==> src/rtl/fir_tdm_mac.sv <==
// -----------------------------------------------------------------------------
// fir_tdm_mac
//   Time-multiplexed FIR filter for CH independent channels sharing one
//   coefficient set and one multiplier. An accepted sample is written into its
//   channel's circular delay line. The filter then performs TAPS multiply-
//   accumulate steps, one per clock. A final cycle rounds, saturates and
//   registers the result.
//
//   Timing for a sample accepted on cycle A:
//     A+1 .. A+TAPS   MAC, taps k = 0..TAPS-1
//     A+TAPS+1        RND (round / saturate, outputs registered)
//     A+TAPS+2        source_valid strobe; the block is ready again
//
// Ports
//   i_clk, i_rst     clock, synchronous active-high reset
//   sink_valid/ready input handshake; sink_ch selects the channel
//   data_in          signed input sample (DATA_W)
//   coef_we/addr/data coefficient write port; writes are honoured only in IDLE
//   source_valid     one-cycle output strobe
//   source_ch        channel of the output sample (held between strobes)
//   data_out         rounded, saturated output (held between strobes)
//   source_err       [0] saturation on this output
//                    [1] a coefficient write was dropped since the last output
// -----------------------------------------------------------------------------
module fir_tdm_mac #(
    parameter int DATA_W = 14,
    parameter int COEF_W = 16,
    parameter int OUT_W  = 18,
    parameter int TAPS   = 16,
    parameter int CH     = 2,
    parameter int SHIFT  = 14,
    localparam int CH_W  = (CH > 1) ? $clog2(CH) : 1,
    localparam int TAP_W = $clog2(TAPS)
) (
    input  logic                     i_clk,
    input  logic                     i_rst,
    input  logic                     sink_valid,
    output logic                     sink_ready,
    input  logic [CH_W-1:0]          sink_ch,
    input  logic signed [DATA_W-1:0] data_in,
    input  logic                     coef_we,
    input  logic [TAP_W-1:0]         coef_addr,
    input  logic signed [COEF_W-1:0] coef_data,
    output logic                     source_valid,
    output logic [CH_W-1:0]          source_ch,
    output logic signed [OUT_W-1:0]  data_out,
    output logic [1:0]               source_err
);

    localparam int PROD_W = DATA_W + COEF_W;
    localparam int ACC_W  = PROD_W + TAP_W;
    localparam int DEPTH  = CH * TAPS;
    localparam int ADDR_W = $clog2(DEPTH);

    localparam logic [ADDR_W-1:0] CLR_LAST = ADDR_W'(DEPTH - 1);
    localparam logic [TAP_W-1:0]  TAP_LAST = TAP_W'(TAPS - 1);

    // 2^SHIFT: unity gain at tap 0 after the output shift.
    localparam logic signed [COEF_W-1:0] COEF_UNITY =
        {{(COEF_W-SHIFT-1){1'b0}}, 1'b1, {SHIFT{1'b0}}};

    // Rounding constant 2^(SHIFT-1) and output clamp limits, all at ACC_W+1 bits.
    localparam logic signed [ACC_W:0] RND_HALF =
        {{(ACC_W-SHIFT+1){1'b0}}, 1'b1, {(SHIFT-1){1'b0}}};
    localparam logic signed [ACC_W:0] OUT_MAX =
        {{(ACC_W-OUT_W+2){1'b0}}, {(OUT_W-1){1'b1}}};
    localparam logic signed [ACC_W:0] OUT_MIN =
        {{(ACC_W-OUT_W+2){1'b1}}, {(OUT_W-1){1'b0}}};

    typedef enum logic [1:0] {
        CLR,
        IDLE,
        MAC,
        RND
    } state_t;

    state_t state_reg;
    state_t state_next;

    logic [ADDR_W-1:0]        clr_cnt_reg;
    logic [TAP_W-1:0]         tap_cnt_reg;
    logic [CH_W-1:0]          ch_reg;
    logic signed [DATA_W-1:0] sample_reg;
    logic signed [ACC_W-1:0]  acc_reg;
    logic                     err_coef_reg;

    logic signed [COEF_W-1:0] coef_vec [TAPS];
    logic [TAP_W-1:0]         wp_vec [CH];

    logic [CH_W-1:0] in_ch;
    logic            accept;
    logic            coef_take;
    logic            coef_ignored;

    // Single-channel builds ignore sink_ch entirely.
    assign in_ch        = (CH > 1) ? sink_ch : '0;
    assign accept       = (state_reg == IDLE) && sink_valid;
    assign coef_take    = coef_we && (state_reg == IDLE);
    assign coef_ignored = coef_we && (state_reg != IDLE);

    function automatic logic [ADDR_W-1:0] mem_addr(input logic [CH_W-1:0] c,
                                                   input logic [TAP_W-1:0] p);
        return ADDR_W'({c, p});
    endfunction

    // -------------------------------------------------------------------------
    // FSM
    // -------------------------------------------------------------------------
    always_ff @(posedge i_clk) begin
        if (i_rst) begin
            state_reg <= CLR;
        end else begin
            state_reg <= state_next;
        end
    end

    always_comb begin
        state_next = state_reg;
        sink_ready = 1'b0;
        case (state_reg)
            CLR: begin
                if (clr_cnt_reg == CLR_LAST) begin
                    state_next = IDLE;
                end
            end
            IDLE: begin
                sink_ready = 1'b1;
                if (sink_valid) begin
                    state_next = MAC;
                end
            end
            MAC: begin
                if (tap_cnt_reg == TAP_LAST) begin
                    state_next = RND;
                end
            end
            RND: begin
                state_next = IDLE;
            end
            default: begin
                state_next = CLR;
            end
        endcase
    end

    // -------------------------------------------------------------------------
    // Coefficient registers. These are registers rather than RAM because they
    // need a reset value (the identity filter).
    // -------------------------------------------------------------------------
    generate
        for (genvar gi = 0; gi < TAPS; gi++) begin : g_coef
            logic signed [COEF_W-1:0] coef_q;
            always_ff @(posedge i_clk) begin
                if (i_rst) begin
                    coef_q <= (gi == 0) ? COEF_UNITY : '0;
                end else if (coef_take && (coef_addr == TAP_W'(gi))) begin
                    coef_q <= coef_data;
                end
            end
            assign coef_vec[gi] = coef_q;
        end
    endgenerate

    // -------------------------------------------------------------------------
    // Per-channel write pointers. Each pointer advances when its own sample
    // finishes the last tap.
    // -------------------------------------------------------------------------
    generate
        for (genvar gi = 0; gi < CH; gi++) begin : g_wp
            logic [TAP_W-1:0] wp_q;
            always_ff @(posedge i_clk) begin
                if (i_rst) begin
                    wp_q <= '0;
                end else if ((state_reg == MAC) && (tap_cnt_reg == TAP_LAST) &&
                             (ch_reg == CH_W'(gi))) begin
                    wp_q <= wp_q + TAP_W'(1);
                end
            end
            assign wp_vec[gi] = wp_q;
        end
    endgenerate

    // -------------------------------------------------------------------------
    // Delay-line memory: one write port and one registered read port.
    // The write port either clears the memory (CLR) or stores the accepted
    // sample.
    // -------------------------------------------------------------------------
    logic signed [DATA_W-1:0] mem [DEPTH];
    logic signed [DATA_W-1:0] rd_data_reg;
    logic                     mem_we;
    logic [ADDR_W-1:0]        mem_waddr;
    logic signed [DATA_W-1:0] mem_wdata;
    logic [ADDR_W-1:0]        mem_raddr;
    logic [TAP_W-1:0]         rd_ptr;

    always_comb begin
        mem_we    = 1'b0;
        mem_waddr = clr_cnt_reg;
        mem_wdata = '0;
        if (state_reg == CLR) begin
            mem_we = 1'b1;
        end else if (accept) begin
            mem_we    = 1'b1;
            mem_waddr = mem_addr(in_ch, wp_vec[in_ch]);
            mem_wdata = data_in;
        end
    end

    // While tap k is multiplied, tap k+1 is fetched so it arrives in time.
    // Tap 0 is the sample just written, so it comes from sample_reg instead.
    // This avoids a read of the same word in the cycle it is written.
    assign rd_ptr    = wp_vec[ch_reg] - tap_cnt_reg - TAP_W'(1);
    assign mem_raddr = mem_addr(ch_reg, rd_ptr);

    always_ff @(posedge i_clk) begin
        if (mem_we) begin
            mem[mem_waddr] <= mem_wdata;
        end
        rd_data_reg <= mem[mem_raddr];
    end

    // -------------------------------------------------------------------------
    // Datapath: multiply-accumulate, rounding and saturation
    // -------------------------------------------------------------------------
    logic signed [DATA_W-1:0] mac_operand;
    logic signed [PROD_W-1:0] prod;
    logic signed [ACC_W-1:0]  acc_next;
    logic signed [ACC_W:0]    rnd_sum;
    logic signed [ACC_W:0]    rnd_shift;
    logic                     sat_hi;
    logic                     sat_lo;
    logic signed [OUT_W-1:0]  rnd_out;

    assign mac_operand = (tap_cnt_reg == '0) ? sample_reg : rd_data_reg;
    assign prod        = PROD_W'(coef_vec[tap_cnt_reg]) * PROD_W'(mac_operand);
    assign acc_next    = acc_reg + ACC_W'(prod);

    // Adding half an LSB and then flooring rounds half toward +inf.
    assign rnd_sum   = (ACC_W+1)'(acc_reg) + RND_HALF;
    assign rnd_shift = rnd_sum >>> SHIFT;
    assign sat_hi    = rnd_shift > OUT_MAX;
    assign sat_lo    = rnd_shift < OUT_MIN;

    always_comb begin
        rnd_out = rnd_shift[OUT_W-1:0];
        if (sat_hi) begin
            rnd_out = OUT_MAX[OUT_W-1:0];
        end else if (sat_lo) begin
            rnd_out = OUT_MIN[OUT_W-1:0];
        end
    end

    always_ff @(posedge i_clk) begin
        if (i_rst) begin
            clr_cnt_reg  <= '0;
            tap_cnt_reg  <= '0;
            ch_reg       <= '0;
            sample_reg   <= '0;
            acc_reg      <= '0;
            err_coef_reg <= 1'b0;
            source_valid <= 1'b0;
            source_ch    <= '0;
            data_out     <= '0;
            source_err   <= '0;
        end else begin
            source_valid <= 1'b0;

            if (state_reg == CLR) begin
                clr_cnt_reg <= clr_cnt_reg + ADDR_W'(1);
            end

            if (accept) begin
                ch_reg      <= in_ch;
                sample_reg  <= data_in;
                acc_reg     <= '0;
                tap_cnt_reg <= '0;
            end

            // The tap counter wraps to 0 after the last tap.
            if (state_reg == MAC) begin
                acc_reg     <= acc_next;
                tap_cnt_reg <= tap_cnt_reg + TAP_W'(1);
            end

            // The dropped-write flag is reported with the output and then
            // cleared. A write dropped in the RND cycle itself is still
            // reported with this output.
            if (state_reg == RND) begin
                source_valid <= 1'b1;
                source_ch    <= ch_reg;
                data_out     <= rnd_out;
                source_err   <= {err_coef_reg | coef_ignored, sat_hi | sat_lo};
                err_coef_reg <= 1'b0;
            end else if (coef_ignored) begin
                err_coef_reg <= 1'b1;
            end
        end
    end

endmodule

==> config.mk <==
export PLATFORM = sky130hd
export DESIGN_NAME = fir_tdm_mac
export DESIGN_NICKNAME = d
export VERILOG_FILES = /design/src/rtl/fir_tdm_mac.sv
export SDC_FILE = /design/constraint.sdc
export NUM_CORES = 2
export LEC_CHECK = 0
export ABC_AREA = 1
export BUFFER_PORTS_ARGS = -buffer_cell sky130_fd_sc_hd__buf_4
export CORE_MARGIN = 3
export CORE_UTILIZATION = 36
export CTS_BUF_LIST = sky130_fd_sc_hd__clkbuf_8
export DETAILED_ROUTE_END_ITERATION = 6
export SYNTH_ARGS = -nofsm -noshare
export SYNTH_HDL_FRONTEND = slang
export SYNTH_SLANG_ARGS = --single-unit
export TNS_END_PERCENT = 20
==> constraint.sdc <==
create_clock -name i_clk -period 8.9 [get_ports i_clk]
set_input_delay 1.335 -clock i_clk [delete_from_list [all_inputs] [get_ports i_clk]]
set_output_delay 1.335 -clock i_clk [all_outputs]
set_load 0.02 [all_outputs]
==> impl_metrics.tcl <==
set metrics [dict create \
    pwr-share-seq 0.334 \
    reg2reg_to "acc_reg[19]$_SDFFE_PP0P_" \
    cts_hold_buf 0 \
    syn_area_sq_um 45000 \
    cts_tree "yes" \
    synth_edf_count 448 \
    numPortBuffers 61 \
    syn_inst 5143 \
    drv_slew 0 \
    reg2reg_depth 34 \
    criticalPathCategory "flip-flop to flip-flop" \
    worst_ep_required_time_ns 9.65 \
    die_h_microns 360 \
    grt.busiest_layer "met2" \
    start_util 0.363 \
    use_met1 0.259 \
    grt_use_met2 0.326 \
    worstPathArrival_ns 8.50 \
    fin_crit_sh 0.871 \
    antenna_found_initial 3 \
    synth_nets 5576 \
    place_area_sq_um 47200 \
    min_period_ns 7.76 \
    synth_area_per_cell_sq_um 8.75 \
    start_kind "flip-flop" \
    combPwrFrac 0.415 \
    hp-class "flip-flop to flip-flop" \
    max-cap-violations 0 \
    root_buffer "clkbuf_8" \
    clkPwrFrac 0.251 \
    p_leak_uw 0.0206 \
    drt-initial-drc-count 3204 \
    cts_buffer_depth 3 \
    crit_path_max_fanout 57 \
    ant_nets 0 \
    rsz0062_at_grt "false" \
    yosys_most_used_dff "edfxtp_1" \
    hold_path_end "g_coef[4].coef_q[15]$_SDFFE_PP0P_" \
    power_density_nw_per_um2 262 \
    rows 129 \
    min_from "g_coef[4].coef_q[15]$_SDFFE_PP0P_" \
    die_width_microns 360 \
    die_area_sq_um 129000 \
    numCtsBuffers 136 \
    drive_gt1_frac 0.0797 \
    met3_usage 0.0293 \
    max_freq_mhz 129 \
    switching_share 0.411 \
    post_cts_resize_count 0 \
    rr_startpoint "tap_cnt_reg[0]$_SDFFE_PP0P_" \
    grt_pass1_vias 34440 \
    grt_pass1_wl_mm 200 \
    overflow 0 \
    tightest_slew_ns 1.17 \
    syn_to_final_growth_pct 10.8 \
    dp_hpwl_mm 84.4 \
    vias 34971 \
    slowest_delay_ns 0.55 \
    skew_ns 0.0471 \
    status "finished clean" \
    cts_setup_buffers 0 \
    ys_ff_latch 809 \
    internal-power_uw 7700 \
    ys_warn_count 0 \
    tns_ns 0 \
    hold_violations 0 \
    firstDrtPassIters 6 \
    reg2reg_slack_ns 1.14 \
    cts.sinks 809 \
    htreeDepth 4 \
    grtUsageTotal 0.196 \
    final_area_sq_um 49900 \
    place_congestion 0.907 \
    route.detailed.drc 0 \
    clkTransAtPathRegs_ns 0.06 \
    critPathCaptureType "flip-flop" \
    relSlewSlack 0.216 \
    largest_reg_flops 448 \
    clkLatencyLatePin_ns 0.84 \
    synthArstFlopShare 0 \
    setup_viol 0 \
    ys_types 52 \
    drt-total-wl_mm 128 \
    pin_count 62 \
    finalPower_uw 13100 \
    nNetsFinal 5585 \
    grt_start_max_net_pins 149 \
    core_area_sq_um 124000 \
    worstHoldPathCells 2 \
    viasPerCell 5.07 \
    cpMaxStageDelayCell "fa_1" \
    ir_worst_vdd_uv 228 \
    wl_per_cell_microns 18.5 \
    seq_area_frac_synth 0.459 \
    p_sw_uw 5380 \
]
[how the worst max path moves through the flow]
stage,startpoint,to,slack [ns],cells after the start
3_3_place_gp,tap_cnt_reg[0]$_SDFFE_PP0P_,acc_reg[19]$_SDFFE_PP0P_,1.31,34
5_1_grt,tap_cnt_reg[0]$_SDFFE_PP0P_,acc_reg[33]$_SDFFE_PP0P_,0.68,26
4_1_cts,tap_cnt_reg[0]$_SDFFE_PP0P_,acc_reg[19]$_SDFFE_PP0P_,1.23,34
2_1_floorplan,tap_cnt_reg[0]$_SDFFE_PP0P_,acc_reg[24]$_SDFFE_PP0P_,1.17,29
6_report,tap_cnt_reg[0]$_SDFFE_PP0P_,acc_reg[19]$_SDFFE_PP0P_,1.14,34
3_5_place_dp,tap_cnt_reg[0]$_SDFFE_PP0P_,acc_reg[19]$_SDFFE_PP0P_,1.28,34
[synthesized netlist by cell type, types with 13 or more instances]
library cell  instances  area share
edfxtp_1            448        0.30
nand3_1             174       0.019
fa_1                285        0.13
nand4_1              14      0.0019
dfxtp_1             361        0.16
inv_1               663       0.055
a21oi_1             331       0.037
nor2_1              923       0.077
o21ai_1              23      0.0026
nand2_1             630       0.053
nand2_2              13      0.0018
a22o_1               16      0.0031
buf_2                71      0.0079
clkbuf_1            169       0.014
buf_1                17      0.0014
o211ai_1             72       0.012
ha_1                109       0.030
o21ai_0             701       0.078
[final cells by class]
class	count	area, sq um
fillers	12401	74100
flip-flops and latches	809	20700
clock inverters	88	536
inverters	679	2560
multi-input cells	3385	20800
repair buffers	141	1110
clock buffers	157	2160
diodes	3	7.51
well taps	1637	2050
[power groups by stage]
stage / Sequential [uW] / Combinational, uW / Clock, uW
2_1_floorplan: 4400 / 3740 / 0
3_3_place_gp: 4440 / 5400 / 0
3_5_place_dp: 4450 / 5380 / 0
4_1_cts: 4370 / 5480 / 3350
5_1_grt: 4390 / 6160 / 3530
6_report: 4370 / 5430 / 3280
[critical path, delay by kind of cell (launching register included)]
family                     cells  cell delay, ns
AOI/OAI and AO/OA              5            0.86
DFF                            1            0.36
and+or+nand+nor               11            1.41
buffers and inverters         11            1.55
adders and majority gates      7            3.37
[per-stage QoR]
step,util,setup slack [ns],hold slack (ns),cells
after global placement,0.380,1.31,0.440,6651
after detailed placement,0.380,1.28,0.444,6651
after global routing,0.402,0.678,0.467,6897
after CTS,0.402,1.23,0.453,6896
final,0.402,1.14,0.453,6899
after floorplan,-,1.17,0.424,5143
[metal layers]
metal,share of wire,up-vias
met5,0,-
met4,0.032,0
met3,0.059,229
met2,0.47,1049
met1,0.44,16953
li1,-,16740
[cell usage in the layout (no fill, tap or decap), drive strengths merged, types with 3 or more instances in the layout]
cell type / netlist / layout
a21o: 5 / 5
o211ai: 72 / 72
nor2: 927 / 927
xor2: 12 / 12
nand3b: 7 / 7
fa: 285 / 285
xnor2: 7 / 7
o21bai: 5 / 5
a22o: 16 / 16
and2: 5 / 5
clkinvlp: 0 / 3
a21oi: 331 / 331
bufinv: 0 / 3
o21ai: 726 / 726
nand2: 643 / 643
or2: 10 / 10
nand3: 176 / 176
nor4: 3 / 3
inv: 674 / 738
edfxtp: 448 / 448
clkinv: 5 / 23
buf: 101 / 141
dfxtp: 361 / 361
nand4: 14 / 14
clkbuf: 169 / 157
ha: 109 / 109
o22ai: 6 / 6
nor3: 14 / 14
diode: 0 / 3
[kinds of logic after synthesis]
kind of cell               Yosys count  share of synthesized area
and+or+nand+nor                   1802                      0.160
AOI/OAI and AO/OA                 1170                      0.137
buffers and inverters              949                     0.0826
xor gates and xnor gates            19                    0.00386
DFF                                809                      0.459
adders and majority gates          394                      0.157
No activity file was read; power rests on OpenSTA's default activity.
